**src/rtl/fifo_wr_arbiter.sv**
```systemverilog
// Round-robin write-port arbiter for the async FIFO write side. A granted requester
// keeps the port until its last beat or MAX_BURST beats; beats are blocked while the FIFO is full.
module fifo_wr_arbiter #(
    parameter int NUM_REQ   = 4,
    parameter int DATASIZE  = 8,
    parameter int MAX_BURST = 8,
    localparam int OWN_W    = $clog2(NUM_REQ)
) (
    input  logic                        i_wclk,
    input  logic                        i_wrst,
    input  logic [NUM_REQ-1:0]          i_req,
    input  logic [NUM_REQ-1:0]          i_last,
    input  logic [NUM_REQ*DATASIZE-1:0] i_wdata,
    input  logic                        i_wfull_flag,
    output logic [NUM_REQ-1:0]          o_gnt,
    output logic [NUM_REQ-1:0]          o_ack,
    output logic                        o_w_en,
    output logic [DATASIZE-1:0]         o_wdata,
    output logic [OWN_W-1:0]            o_owner,
    output logic                        o_busy
);

    // Handshake: a requester beat is valid when i_req[k] is high; it is taken (ready)
    // only in a cycle where o_ack[k] is high. i_req/i_last/i_wdata of a requester must
    // stay stable until that beat is acked.

    localparam int CNT_W = $clog2(MAX_BURST + 1);

    localparam logic [0:0] ST_IDLE  = 1'b0;
    localparam logic [0:0] ST_BURST = 1'b1;

    logic [0:0]         state;
    logic [NUM_REQ-1:0] gnt;
    logic [OWN_W-1:0]   owner;
    logic [OWN_W-1:0]   rr_ptr;
    logic [CNT_W-1:0]   beat_cnt;

    logic               pick_valid;
    logic [OWN_W-1:0]   pick_idx;
    logic               accept;
    logic               burst_end;

    // Search starts just after the last owner, so it becomes lowest priority.
    always_comb begin
        int idx_int;
        logic [OWN_W-1:0] cand;
        idx_int    = 0;
        cand       = '0;
        pick_valid = 1'b0;
        pick_idx   = '0;
        for (int i = 1; i <= NUM_REQ; i++) begin
            idx_int = (int'(rr_ptr) + i) % NUM_REQ;
            cand    = OWN_W'(idx_int);
            if (!pick_valid && i_req[cand]) begin
                pick_valid = 1'b1;
                pick_idx   = cand;
            end
        end
    end

    assign accept    = (state == ST_BURST) && i_req[owner] && !i_wfull_flag;
    assign burst_end = accept && (i_last[owner] || (beat_cnt == CNT_W'(MAX_BURST - 1)));

    always_ff @(posedge i_wclk) begin
        if (i_wrst) begin
            state    <= ST_IDLE;
            gnt      <= '0;
            owner    <= '0;
            rr_ptr   <= OWN_W'(NUM_REQ - 1);
            beat_cnt <= '0;
        end else begin
            case (state)
                ST_IDLE: begin
                    if (pick_valid) begin
                        state    <= ST_BURST;
                        gnt      <= {{(NUM_REQ-1){1'b0}}, 1'b1} << pick_idx;
                        owner    <= pick_idx;
                        rr_ptr   <= pick_idx;
                        beat_cnt <= '0;
                    end
                end
                ST_BURST: begin
                    if (burst_end) begin
                        state    <= ST_IDLE;
                        gnt      <= '0;
                        beat_cnt <= '0;
                    end else if (accept) begin
                        beat_cnt <= beat_cnt + CNT_W'(1);
                    end
                end
                default: begin
                    state <= ST_IDLE;
                    gnt   <= '0;
                end
            endcase
        end
    end

    assign o_gnt   = gnt;
    assign o_owner = owner;
    assign o_busy  = (state == ST_BURST);
    assign o_w_en  = accept;
    assign o_ack   = gnt & i_req & {NUM_REQ{!i_wfull_flag}};
    assign o_wdata = i_wdata[owner*DATASIZE +: DATASIZE];

    a_no_write_when_full : assert property (@(posedge i_wclk) disable iff (i_wrst)
        !(o_w_en && i_wfull_flag));
    a_gnt_onehot0 : assert property (@(posedge i_wclk) disable iff (i_wrst)
        $onehot0(o_gnt));
    a_write_only_busy : assert property (@(posedge i_wclk) disable iff (i_wrst)
        !(o_w_en && !o_busy));

endmodule

```
**config.mk**
```make
export PLATFORM = sky130hd
export DESIGN_NAME = fifo_wr_arbiter
export DESIGN_NICKNAME = d
export VERILOG_FILES = /design/src/rtl/fifo_wr_arbiter.sv
export SDC_FILE = /design/constraint.sdc
export NUM_CORES = 1
export LEC_CHECK = 0
export CAP_MARGIN = 30
export CELL_PAD_IN_SITES_DETAIL_PLACEMENT = 1
export CELL_PAD_IN_SITES_GLOBAL_PLACEMENT = 2
export CORE_MARGIN = 2
export CORE_UTILIZATION = 20
export DETAILED_ROUTE_END_ITERATION = 6
export GPL_TIMING_DRIVEN = 0
export PLACE_DENSITY = 0.82
export REMOVE_ABC_BUFFERS = 1
export SETUP_SLACK_MARGIN = 0.3
export SLEW_MARGIN = 0
export SYNTH_ARGS = -nofsm -noshare
export SYNTH_HDL_FRONTEND = slang
export SYNTH_SLANG_ARGS = --single-unit
```
**constraint.sdc**
```tcl
create_clock -name i_wclk -period 2 [get_ports i_wclk]
set_input_delay 0.2 -clock i_wclk [delete_from_list [all_inputs] [get_ports i_wclk]]
set_output_delay 0.2 -clock i_wclk [all_outputs]
set_load 0.03 [all_outputs]
```
Word level (Yosys, flattened, before mapping). Index checks and enable logic that the tools add are counted.

Input bits: 43. Register bits after elaboration: 13. Output and inout bits: 20. Word-level logic and storage cells: 68.

Reductions and logical operators: 14. Shift operators: 2. Add/subtract/negate cells: 5. Mux-type cells: 30. Equality and inequality tests: 4. Magnitude comparators: 5. Bitwise gates (word level): 3.

Operator list (count): variable part select 32 x 6 -> 8 bit (1); 2-to-1 mux 4 bit (5); one-hot mux 4 bit (2 select lines) (2); < comparator 2 x 3 -> 1 bit, second input constant (5); binary-select mux 1 bit (select 2 bit) (6); 2-to-1 mux 1 bit (12); bitwise AND 4 bit (2); 2-to-1 mux 2 bit (4); logical AND 1 bit (6); AND reduction 2 bit (3); adder 2 x 1 -> 2 bit, second input constant (2); adder 2 bit, second input constant (2); adder 4 x 1 -> 4 bit, second input constant (1); == test 4 x 3 -> 1 bit, second input constant (1); zero test 1 bit (4); << shifter 1 x 2 -> 4 bit, first input constant (1); inequality test 3 x 1 -> 1 bit, second input constant (1); inequality test 2 x 1 -> 1 bit, second input constant (1); inequality test 2 bit, second input constant (1); one-hot mux 1 bit (2 select lines) (1); logical OR 1 bit (1); inverter 1 bit (1).

Logic depth before layout (Yosys ltp).
Depth after elaboration: 16. Gate-level depth with buffers: 5. Mapped depth without buffers: 5.

Least setup slack after synthesis. Ideal clock, no wire load.

Path type: register to output. Start: reg owner[0] (netlist: o_owner[0]). End: out o_wdata[0]. Stages on the path, launching flop included: 3. Arrival time: 1520 ps. Setup slack: 280 ps. Required time: 1800 ps. Cell sequence: dfxtp_1 -> buf_6 -> mux4_1.

Cells in the longest elaborated chain, start to end: 1.

RTL lines: start: declaration (RTL line 34) `logic [OWN_W-1:0] owner;`; start signal: assignment (RTL line 77) `owner <= pick_idx;`; variable part select 32 x 6 -> 8 bit (RTL line 104) `assign o_wdata = i_wdata[owner*DATASIZE +: DATASIZE];`; end: declaration (RTL line 18) `output logic [DATASIZE-1:0] o_wdata,`.

No other way between the ends.

Worst setup path after layout.
Start: reg owner[0] (netlist: o_owner[0]). End: out o_w_en.

Cells in the longest elaborated chain, start to end: 4.

RTL lines: binary-select mux 1 bit (select 2 bit) (RTL line 61) `assign accept = (state == ST_BURST) && i_req[owner] && !i_wfull_flag;`; 2-to-1 mux 1 bit (not written as such) (RTL line 61); logical AND 1 bit (2 in series) (RTL line 61); end: declaration (RTL line 17) `output logic o_w_en,`.

No other way between the ends. The select of a mux whose other input is x is not followed.

==> summary.md <==
| Metric | Value |
|---|---|
| Status | complete, no violations |
| Initial antenna violation count | 0 |
| DRC Markers | 0 |
| Routed vias/inst | 4.86 |
| Die area | 5770 um2 |
| # IOs | 63 |
| Worst-Margin Slew | 0.520 ns |
| Post-placement cell count | 231 |
| Max_slew headroom | 0.652 |
| Peak VDD IR | 0.293 mV |
| First-pass GRT wire length | 6.53 mm |
| Ys Warns | 0 |
| Syn avg cell area | 10.1 um2 |
| Die height | 75.9 um |
| Skew final | 0.00396 ns |
| Final hold violation count | 0 |
| Synth Flop Type | dfxtp_1 |
| Cell variety after synth | 43 |
| Reg clk slew, reported paths | 0.06 ns |
| EDFF count, synth | 0 |
| Fin nets | 214 |
| Seq/Total Area, Yosys | 0.252 |
| TritonCTS clock tree | built |
| Pre-CTS WS | -0.462 ns |
| FMAX | 0.589 GHz |
| Clk_lat worst skew | 0.25 ns |
| WL final | 4.02 mm |
| Layout area overhead | 75.3% |
| Bufs on Longest Clock Path | 2 |
| Most common cell after layout, fill and taps aside | clkdlybuf4s50_1 |
| Min Tclk post-route | 1.70 ns |
| GR Overflow Total | 0 |
| # Max-Cap Violations | 0 |
| RSZ-0062 raised after global routing | true |
| Largest net degree at the start of global routing | 16 |
| Max-slew violations | 0 |
| Share of the synthesized area in the top cell type | 0.252 |
| Overall Global Routing Usage | 0.139 |
| Cts-stage hold buffer count | 0 |
| Vias in the first global route | 1251 |
| # setup viols final | 0 |
| Routed Antenna Nets | 0 |
| Async SR Flop Fraction | 0 |
| Gpl congestion | 0.793 |
| Setup TNS Final | 0 ns |
| Cells after Synth | 102 |
| Crit path launch type | register |
| Most frequent cells in the layout | clkdlybuf4s50_1, dfxtp_1, nand2_1 |
| DP HPWL | 3.02 mm |
| Core Region | 5040 um2 |
| Post-layout util | 0.360 |
| P per Cell Area | 663 nW/um2 |
| H-tree depth | 1 |
| Port Buffer Count | 62 |
| Leakage power | 0.724 nW |
| Worst setup margin | 0.303 ns |
| Mapped Area | 1030 um2 |
| Largest cells by area after synthesis | dfxtp_1, mux4_1, mux4_2 |
| Final std cells w/o fill | 239 |
| Clk root buf | clkbuf_8 |
| Share of layout cells above drive strength 1 | 0.243 |
| Synth Register Bits | 13 |
| WS Path Type | reg2out |
| Crit share post-route | 0.849 |
| Worst Path Arrival | 1.50 ns |
| Worst hold path class | reg2reg |
| Yosys top cell by area | dfxtp_1 |
| TritonCTS Buffers | 3 |
| Iter 0 DRT Violations | 26 |
| Die Wd | 75.9 um |
| Via count | 1161 |
| Critical path capture point type | output port |
| Ant diodes | 0 |
| Placement Rows | 26 |
| Routed len/inst | 16.8 um |
| Pre-antenna DRT Iters | 4 |
| Starting Density | 0.205 |
| Clk sinks | 13 |
| Worst EP required | 1.80 ns |
| Max FO, Critical Path | 5 |
| Total power | 1.20 mW |
## registers in the layout, summed over array words and instances (netlist names)
signal	cells
beat_cnt	4
o_gnt	4
o_owner	2
rr_ptr	2
o_busy	1
## report_power, final
part	switching [mW]	total (mW)	internal, mW
sequential	0.0443	0.334	0.289
combinational	0.307	0.630	0.323
clock	0.101	0.239	0.138
total	0.452	1.20	0.750
## per-layer routing
metal | track usage | wire length, um | up-vias
met5 | 0 | 0 | -
met3 | 0.0440 | 311 | 10
met4 | 0.0600 | 120 | 0
met1 | 0.157 | 1610 | 554
met2 | 0.240 | 1980 | 61
li1 | - | - | 536
## cells in the mapped netlist, types with 2 or more instances
cell	count
nor2_1	3
nand2_1	9
o21ai_1	3
dfxtp_1	13
nand4_1	2
nor3_1	4
mux2_2	3
mux4_2	3
mux4_1	6
nand2b_1	4
and3b_1	5
nand3_1	4
and2_1	2
a21oi_1	6
inv_1	4
o32ai_1	4
## through the flow
stage,cell area (um2),hold slack [ns]
CTS,1780,0.497
detailed placement,1720,0.488
global placement,1720,0.471
floorplan,1020,0.262
finish,1810,0.492
global route,1810,0.529
## final cells by class
| type | instances | area, um2 |
|---|---|---|
| inverters | 6 | 22.5 |
| fillers | 572 | 3230 |
| clock inverters | 1 | 5.00 |
| clock buffers | 3 | 41.3 |
| multi-input cells | 80 | 727 |
| repair buffers | 66 | 666 |
| well taps | 70 | 87.6 |
| flip-flops and latches | 13 | 265 |
## cell families after synthesis
family	after synthesis	synth area share
AO/OA/AOI/OAI	24	0.189
adder cells (fa/ha/maj)	1	0.0121
buffers and inverters	9	0.0399
flip-flops	13	0.252
multiplexers	13	0.261
AND/OR/NAND/NOR	42	0.247
## critical path, cell delays in order, from the launching register on
cell	delay [ns]
dfxtp_4	0.39
mux2_2	0.37
a22oi_4	0.22
inv_2	0.10
buf_4	0.18
## worst paths after layout
check | to | cells after the start | slack [ns] | from
setup / recovery | o_w_en | 4 | 0.30 | o_owner[0]$_SDFFE_PP0P_
hold reg to reg | beat_cnt[2]$_SDFFE_PP0P_ | 2 | 0.49 | beat_cnt[2]$_SDFFE_PP0P_
setup reg to reg | o_gnt[1]$_SDFFE_PP0P_ | 5 | 0.41 | o_owner[1]$_SDFFE_PP0P_
hold / removal | beat_cnt[2]$_SDFFE_PP0P_ | 2 | 0.49 | beat_cnt[2]$_SDFFE_PP0P_
## what timing repair did
item / 4_1_cts / 5_1_grt
gates cloned: 0 / 0
endpoints found under the setup margin: 24 / 14
pin swaps: 1 / 1
setup buffers: 4 / 0
resized for setup: 62 / 25
Power figures use the tool's default switching activity.
